===== config.mk =====
export PLATFORM = sky130hd
export DESIGN_NAME = ws2811_rx_flat
export DESIGN_NICKNAME = d
export VERILOG_FILES = /design/src/rtl/ws2811_rx_if.sv /design/src/rtl/ws2811_rx.sv /design/src/flat_wrapper.sv
export SDC_FILE = /design/constraint.sdc
export NUM_CORES = 1
export LEC_CHECK = 0
export ABC_AREA = 1
export CORE_MARGIN = 5
export CORE_UTILIZATION = 40
export DETAILED_ROUTE_END_ITERATION = 6
export MAX_ROUTING_LAYER = met4
export RECOVER_POWER = 50
export SYNTH_ARGS = -nofsm -noshare
export SYNTH_HDL_FRONTEND = slang
export SYNTH_SLANG_ARGS = --single-unit
export TNS_END_PERCENT = 100

===== constraint.sdc =====
create_clock -name clk -period 2 [get_ports clk]
set_input_delay 0.4 -clock clk [delete_from_list [all_inputs] [get_ports clk]]
set_output_delay 0.4 -clock clk [all_outputs]
set_load 0.02 [all_outputs]

===== src/rtl/ws2811_rx_if.sv =====
// WS2811 receiver output bundle.
// The receiver drives it; the consumer of LED samples reads it.
interface ws2811_rx_if #(
  parameter int ADDR_W = 2
);
  logic              valid;
  logic [ADDR_W-1:0] address;
  logic [7:0]        red_out;
  logic [7:0]        green_out;
  logic [7:0]        blue_out;
  logic              frame_done;
  logic              frame_error;
  logic              overflow;
  logic              busy;

  modport master (
    output valid, address,
    output red_out, green_out, blue_out,
    output frame_done, frame_error,
    output overflow, busy
  );

  modport slave (
    input valid, address,
    input red_out, green_out, blue_out,
    input frame_done, frame_error,
    input overflow, busy
  );
endinterface


===== src/rtl/ws2811_rx.sv =====
// WS2811 single-wire receiver: classifies high-pulse widths
// into bits and emits per-LED GRB words with frame status.
module ws2811_rx #(
  parameter int NUM_LEDS     = 4,
  parameter int SYSTEM_CLOCK = 100_000_000
) (
  input  logic      clk,
  input  logic      reset_n,
  input  logic      DI,
  ws2811_rx_if.master rx
);

  localparam int ADDR_W = $clog2(NUM_LEDS);
  localparam int IDX_W  = $clog2(NUM_LEDS + 1);
  localparam int CYCLE_COUNT  = SYSTEM_CLOCK / 800000;
  localparam int THRESH       = (48 * CYCLE_COUNT) / 100;
  localparam int MAX_HIGH     = CYCLE_COUNT;
  localparam int RESET_DETECT = 40 * CYCLE_COUNT;
  localparam int CNT_W = $clog2(RESET_DETECT + 1);

  // cnt holds (run length - 1) since the last edge, so a
  // high of exactly THRESH cycles ends with cnt = THRESH-1.
  localparam logic [CNT_W-1:0] RD_C  = CNT_W'(RESET_DETECT);
  localparam logic [CNT_W-1:0] RD_M1 = CNT_W'(RESET_DETECT - 1);
  localparam logic [CNT_W-1:0] MH_M1 = CNT_W'(MAX_HIGH - 1);
  localparam logic [CNT_W-1:0] TH_C  = CNT_W'(THRESH);
  localparam logic [IDX_W-1:0] NL_C  = IDX_W'(NUM_LEDS);

  typedef enum logic [1:0] {
    SYNC, IDLE, HIGH, LOW
  } state_t;

  state_t            state_q;
  logic              s1_q, s_q, sd_q;
  logic [CNT_W-1:0]  cnt_q;
  logic [4:0]        bits_q;
  logic [23:0]       sr_q;
  logic [IDX_W-1:0]  idx_q;
  logic              valid_q;
  logic [ADDR_W-1:0] addr_q;
  logic [7:0]        red_q, grn_q, blu_q;
  logic              done_q, err_q, ovf_q, busy_q;

  logic             rise, fall, edge_s, word_done;
  logic [CNT_W-1:0] cnt_inc_d;

  assign rise      = s_q & ~sd_q;
  assign fall      = ~s_q & sd_q;
  assign edge_s    = s_q ^ sd_q;
  assign word_done = (bits_q == 5'd24);
  assign cnt_inc_d = (cnt_q == RD_C) ? cnt_q
                                     : cnt_q + 1'b1;

  // Synchronizer, run counter, decode FSM and output registers.
  always_ff @(posedge clk) begin
    if (!reset_n) begin
      state_q <= SYNC;
      s1_q    <= 1'b0;
      s_q     <= 1'b0;
      sd_q    <= 1'b0;
      cnt_q   <= '0;
      bits_q  <= '0;
      sr_q    <= '0;
      idx_q   <= '0;
      valid_q <= 1'b0;
      addr_q  <= '0;
      red_q   <= '0;
      grn_q   <= '0;
      blu_q   <= '0;
      done_q  <= 1'b0;
      err_q   <= 1'b0;
      ovf_q   <= 1'b0;
      busy_q  <= 1'b0;
    end else begin
      s1_q    <= DI;
      s_q     <= s1_q;
      sd_q    <= s_q;
      valid_q <= 1'b0;
      done_q  <= 1'b0;
      err_q   <= 1'b0;
      cnt_q   <= edge_s ? '0 : cnt_inc_d;

      if (word_done) begin
        bits_q <= '0;
        if (idx_q < NL_C) begin
          valid_q <= 1'b1;
          addr_q  <= idx_q[ADDR_W-1:0];
          grn_q   <= sr_q[23:16];
          red_q   <= sr_q[15:8];
          blu_q   <= sr_q[7:0];
          idx_q   <= idx_q + 1'b1;
        end else begin
          ovf_q <= 1'b1;
        end
      end

      unique case (state_q)
        SYNC: begin
          if (s_q) begin
            cnt_q <= '0;
          end else if (cnt_q == RD_M1) begin
            state_q <= IDLE;
            cnt_q   <= '0;
          end
        end
        IDLE: begin
          if (rise) begin
            state_q <= HIGH;
            busy_q  <= 1'b1;
          end
        end
        HIGH: begin
          if (fall) begin
            sr_q    <= {sr_q[22:0], (cnt_q >= TH_C)};
            bits_q  <= bits_q + 5'd1;
            state_q <= LOW;
          end else if (s_q && cnt_q == MH_M1) begin
            err_q   <= 1'b1;
            bits_q  <= '0;
            idx_q   <= '0;
            ovf_q   <= 1'b0;
            cnt_q   <= '0;
            busy_q  <= 1'b0;
            state_q <= SYNC;
          end
        end
        LOW: begin
          // Latch wins over a coincident rising edge.
          if (cnt_q == RD_M1) begin
            if (bits_q == 5'd0) done_q <= 1'b1;
            else                err_q  <= 1'b1;
            bits_q  <= '0;
            idx_q   <= '0;
            addr_q  <= '0;
            ovf_q   <= 1'b0;
            cnt_q   <= '0;
            busy_q  <= 1'b0;
            state_q <= IDLE;
          end else if (rise) begin
            state_q <= HIGH;
          end
        end
        default: state_q <= SYNC;
      endcase
    end
  end

  assign rx.valid       = valid_q;
  assign rx.address     = addr_q;
  assign rx.red_out     = red_q;
  assign rx.green_out   = grn_q;
  assign rx.blue_out    = blu_q;
  assign rx.frame_done  = done_q;
  assign rx.frame_error = err_q;
  assign rx.overflow    = ovf_q;
  assign rx.busy        = busy_q;

endmodule

===== src/flat_wrapper.sv =====
// flat-port wrapper written by rule: the top's interface ports become plain ports
module ws2811_rx_flat 
#(
  parameter int NUM_LEDS     = 4,
  parameter int SYSTEM_CLOCK = 100_000_000
)
  (clk, reset_n, DI, rx_valid, rx_address, rx_red_out, rx_green_out, rx_blue_out, rx_frame_done, rx_frame_error, rx_overflow, rx_busy);
  ws2811_rx_if rx_i ();
  input  logic clk;
  input  logic reset_n;
  input  logic DI;
  output wire logic [$bits(rx_i.valid)-1:0] rx_valid;
  output wire logic [$bits(rx_i.address)-1:0] rx_address;
  output wire logic [$bits(rx_i.red_out)-1:0] rx_red_out;
  output wire logic [$bits(rx_i.green_out)-1:0] rx_green_out;
  output wire logic [$bits(rx_i.blue_out)-1:0] rx_blue_out;
  output wire logic [$bits(rx_i.frame_done)-1:0] rx_frame_done;
  output wire logic [$bits(rx_i.frame_error)-1:0] rx_frame_error;
  output wire logic [$bits(rx_i.overflow)-1:0] rx_overflow;
  output wire logic [$bits(rx_i.busy)-1:0] rx_busy;
  assign rx_valid = rx_i.valid;
  assign rx_address = rx_i.address;
  assign rx_red_out = rx_i.red_out;
  assign rx_green_out = rx_i.green_out;
  assign rx_blue_out = rx_i.blue_out;
  assign rx_frame_done = rx_i.frame_done;
  assign rx_frame_error = rx_i.frame_error;
  assign rx_overflow = rx_i.overflow;
  assign rx_busy = rx_i.busy;
  ws2811_rx #(.NUM_LEDS(NUM_LEDS), .SYSTEM_CLOCK(SYSTEM_CLOCK)) u_core (.clk(clk), .reset_n(reset_n), .DI(DI), .rx(rx_i));
endmodule

Word-level counts from Yosys, hierarchy flattened. Cells that the tools add are included.

Bits in registers: 81. Output and inout bits: 31. Word-level logic and storage cells: 98.

$add $sub $neg: 3. Magnitude comparators: 2. Equal/unequal tests: 14. Mux-type cells: 47. Bitwise gates (word level): 5. Reduce and logical (&&, ||, !) cells: 10.

Operators with widths (number): two-way mux 13 bit (6); one-hot mux 13 bit (3 select lines) (1); equality test 13 bit (second input constant) (2); two-way mux 2 bit (10); two-way mux 5 bit (4); two-way mux 1 bit (15); two-way mux 3 bit (5); adder 13 x 1 -> 13 bit (second input constant) (1); equality test 13 x 7 -> 1 bit (second input constant) (1); >= comparator 13 x 6 -> 1 bit (second input constant) (1); one-hot mux 5 bit (2 select lines) (1); inequality test 2 x 1 -> 1 bit (second input constant) (4); one-hot mux 2 bit (4 select lines) (1); one-hot mux 3 bit (2 select lines) (1); AND reduction 2 bit (3); AND reduction 3 bit (2); adder 5 x 1 -> 5 bit (second input constant) (1); equality test 5 bit (second input constant) (1); zero test 5 bit (1); AND reduction 5 bit (1); equality test 2 bit (second input constant) (2); inequality test 2 bit (second input constant) (2); one-hot mux 1 bit (2 select lines) (2); adder 3 x 1 -> 3 bit (second input constant) (1); 10 further kinds (12).

Logic depth before layout (Yosys ltp).
Word-level depth: 6. Mapped depth: 10.

Least setup slack after synthesis. OpenSTA, ideal clock, no wires.

Path kind: flip-flop to flip-flop. Start: reg u_core.s_q. End: reg u_core.sr_q[10]. Library setup time: 116 ps. Arrival time: 1362 ps. Required time: 1884 ps. Setup slack: 522 ps. Cell stages (with the launch flop): 9. Path buffers: 1. Clock period less this slack: 1478 ps. Path through: dfxtp_1 inv_1 ha_1 nand2_1 nor2_2 inv_1 clkbuf_1 nor2_1 nor2_1.

Cells in the longest elaborated chain, start to end: 3.

RTL lines: start: declaration (line ws2811_rx.sv:34) `logic s1_q, s_q, sd_q;`; start signal: assignment (line ws2811_rx.sv:76) `s_q <= s1_q;`; inverter 1 bit (line ws2811_rx.sv:48) `assign fall = ~s_q & sd_q;`; AND 1 bit (line ws2811_rx.sv:48); AND reduction 2 bit (no line); end signal: assignment (line ws2811_rx.sv:114) `sr_q <= {sr_q[22:0], (cnt_q >= TH_C)};`; end: declaration (line ws2811_rx.sv:37) `logic [23:0] sr_q;`.

No other way between the ends. A chain may end at the register's enable or synchronous reset.

Final worst setup path.
Start: reg u_core.s_q. End: reg u_core.sr_q[9].

Same word-level chain as after synthesis.

==> out/qor.csv <==
stage;metric;value;unit
status;status;finished, final reports clean;
logic_synthesis;syn_nets;462;
timing;grt_setup_unrepaired;no;
finish;drive_gt1_frac;0.103;
grt;grt_start_max_net_pins;51;
drt;drc;0;
cts;cts_htree_levels;3;
finish;layout_common_cells;122 x nor2_1, 81 x dfxtp_1, 52 x o21ai_0, 47 x nand2_1, 35 x inv_1;
die;die-area;0.0105;sq mm
finish;diodes;0;
drt;vias_per_cell;4.70;
grt;grt_pass1_vias;2613;
logic_synthesis;synthXorXnorAreaFrac;0.0334;
setup_path;worstPathMaxFanout;23;
drt;met1_length;3440;um
grt;grt_pass1_wl;11600;um
setup_path;end_kind;flip-flop;
logic_synthesis;synth-adder-area-share;0.0257;
cts;cts_tree;built;
logic_synthesis;synth_compound_area_frac;0.103;
setup_path;start_kind;flip-flop;
logic_synthesis;yosys-top-cells-area;dfxtp_1 48%, nor2_1 13%, o21ai_0 7.6%;
placement;place.gp.congestion;0.843;
drt;wl_met2;2960;um
logic_synthesis;ys_seq_area_frac;0.476;
logic_synthesis;synth_cell_types;28;
grt;grt_remaining_overflow;0;
finish;instances_no_fill;598;
cts;cts_buffer_depth;2;
drt;wl_per_cell;11.3;um
placement;dp_hpwl;4800;um
logic_synthesis;yosysTopAreaCell;dfxtp_1;
finish;nets;498;
power_and_ir_drop;leakage;1.72;nW
logic_synthesis;synth_top_area_share;0.476;
logic_synthesis;ys_warn_count;0;
logic_synthesis;synth_top_family_by_area;simple AND/OR/NAND/NOR gates;
finish;final_core_utilization;0.490;
timing;hold_viol_final;0;
grt;track_usage;0.142;
timing;fin_tns_setup;0;ns
finish;finalInstanceArea;0.00405;sq mm
logic_synthesis;synthesis.instances;452;
die;io_pins;34;
logic_synthesis;syn_area_per_cell;7.54;sq um
setup_path;arrival;2.05;ns
die;die_height;102;um
cts;clock_sinks;81;
drt;top_layer;met4;
die;die_w;102;um
timing;slew_headroom;0.717;
logic_synthesis;syn-cell-area;0.00341;sq mm
finish;final_common_cell;nor2_1;
drt;drt-initial-drc-count;125;
die;start_util;0.413;
grt;antenna_found_initial;0;
placement;dp_cells;582;
drt;first_pass_iters;4;
drt;num_vias;2813;
drt;final_antenna_net_count;0;
timing;slew_viol_final;0;
power_and_ir_drop;irDropWorstVdd;0.396;mV
timing;finClkSkew;0.00981;ns
setup_path;critPathKind;flip-flop to flip-flop;
logic_synthesis;synthSimpleGateAreaFrac;0.292;
cts;cts-root-buf;clkbuf_8;
timing;fin_crit;1.77;ns
drt;wl_met3;291;um
timing;period_share;0.886;
cts;cts.clk_slew.worst_paths;0.08;ns
finish;areaGrowthSynthToFinish;18.8;%
die;core_area;0.00826;sq mm
power_and_ir_drop;p_per_area;691;mW/mm^2
hold_path;hold_path.class;flip-flop to flip-flop;
power_and_ir_drop;power.total;2.80;mW
drt;wirelength;6780;um
timing;timing.fmax;565;MHz
flow_run;cap_viol_max_count;0;
cts;ctsResizeCount;0;
cts;cts_hold_buf;0;
logic_synthesis;synthMuxAreaShare;0;
cts;clk_latency;0.34;ns
timing;setup_viol;0;
placement;portBuffers;33;
die;num_rows;33;
timing;worstMarginPinSlew;0.424;ns
cts;post_cts_buffers;0;
logic_synthesis;ys_ff_latch;81;
cts;numCtsBuffers;9;
placement;placed_area;0.00387;sq mm
setup_path;critPathRequiredTime;2.28;ns
## logic make-up after synthesis
| kind of cell | after synthesis |
|---|---|
| and+or+nand+nor | 225 |
| DFF | 81 |
| AOI/OAI and AO/OA | 68 |
| buffers and inverters | 58 |
| xor gates and xnor gates | 13 |
| adders and majority gates | 7 |
## worst paths after layout
check,from,end,slack (ns),cells past startpoint
min reg2reg,u_core.s1_q$_SDFF_PN0_,u_core.s_q$_SDFF_PN0_,0.42,2
min,u_core.s1_q$_SDFF_PN0_,u_core.s_q$_SDFF_PN0_,0.42,2
max reg2reg,u_core.s_q$_SDFF_PN0_,u_core.sr_q[9]$_SDFFE_PN0P_,0.23,8
max,u_core.s_q$_SDFF_PN0_,u_core.sr_q[9]$_SDFFE_PN0P_,0.23,8
## power breakdown
group          switching (mW)  leakage [nW]  internal (mW)  total [mW]
clock                   0.596        0.0822          0.492        1.09
combinational          0.0564         0.981         0.0283      0.0848
sequential            0.00507         0.653           1.62        1.62
## worst max-delay path: stages (launching register included)
cell and delay [ns]:
dfxtp_1 0.42, inv_1 0.11, ha_1 0.26, nand2_1 0.18, nor2_1 0.09, inv_1 0.08, buf_2 0.38, nor2_1 0.09
nor2_1 0.12
## cell usage after synthesis, drive strengths merged
master,count
xor2,13
a41oi,2
nand3b,1
inv,41
ha,7
clkinv,1
nand2,51
clkbuf,11
o2111ai,1
dfxtp,81
nor2,134
nor4,1
buf,5
nand4,4
or2,1
a21oi,12
o21ai,53
nand3,22
nor3,11
## state kept, by name (all words and copies together), names as in the netlist
signal / cells
u_core.bits_q: 5
u_core.cnt_q: 13
u_core.idx_q: 3
u_core.rx.address: 2
u_core.rx.blue_out: 8
u_core.rx.busy: 1
u_core.rx.frame_done: 1
u_core.rx.frame_error: 1
u_core.rx.green_out: 8
u_core.rx.overflow: 1
u_core.rx.red_out: 8
u_core.rx.valid: 1
u_core.s1_q: 1
u_core.s_q: 1
u_core.sd_q: 1
u_core.sr_q: 24
u_core.state_q: 2
## layer usage
layer,vias to the layer above,global-route usage
met5,-,-
met4,0,0.0454
met3,8,0.0355
met2,42,0.210
met1,1256,0.189
li1,1507,-
## layout make-up
| type | instances | area, sq um |
|---|---|---|
| Fill cell | 843 | 4210 |
| Sequential cell | 81 | 1620 |
| Multi-Input combinational cell | 313 | 1540 |
| Timing Repair Buffer | 41 | 413 |
| Inverter | 42 | 158 |
| Clock buffer | 11 | 141 |
| Tap cell | 105 | 131 |
| Clock inverter | 5 | 40.0 |
## through the flow
step / worst slack [ns] / hold slack [ns]
final: 0.229 / 0.422
after global routing: 0.0662 / 0.449
after CTS: 0.264 / 0.424
after detailed placement: 0.282 / 0.403
after global placement: 0.323 / 0.396
after floorplan: 0.522 / 0.390
No activity file was read; power rests on OpenSTA's default activity.
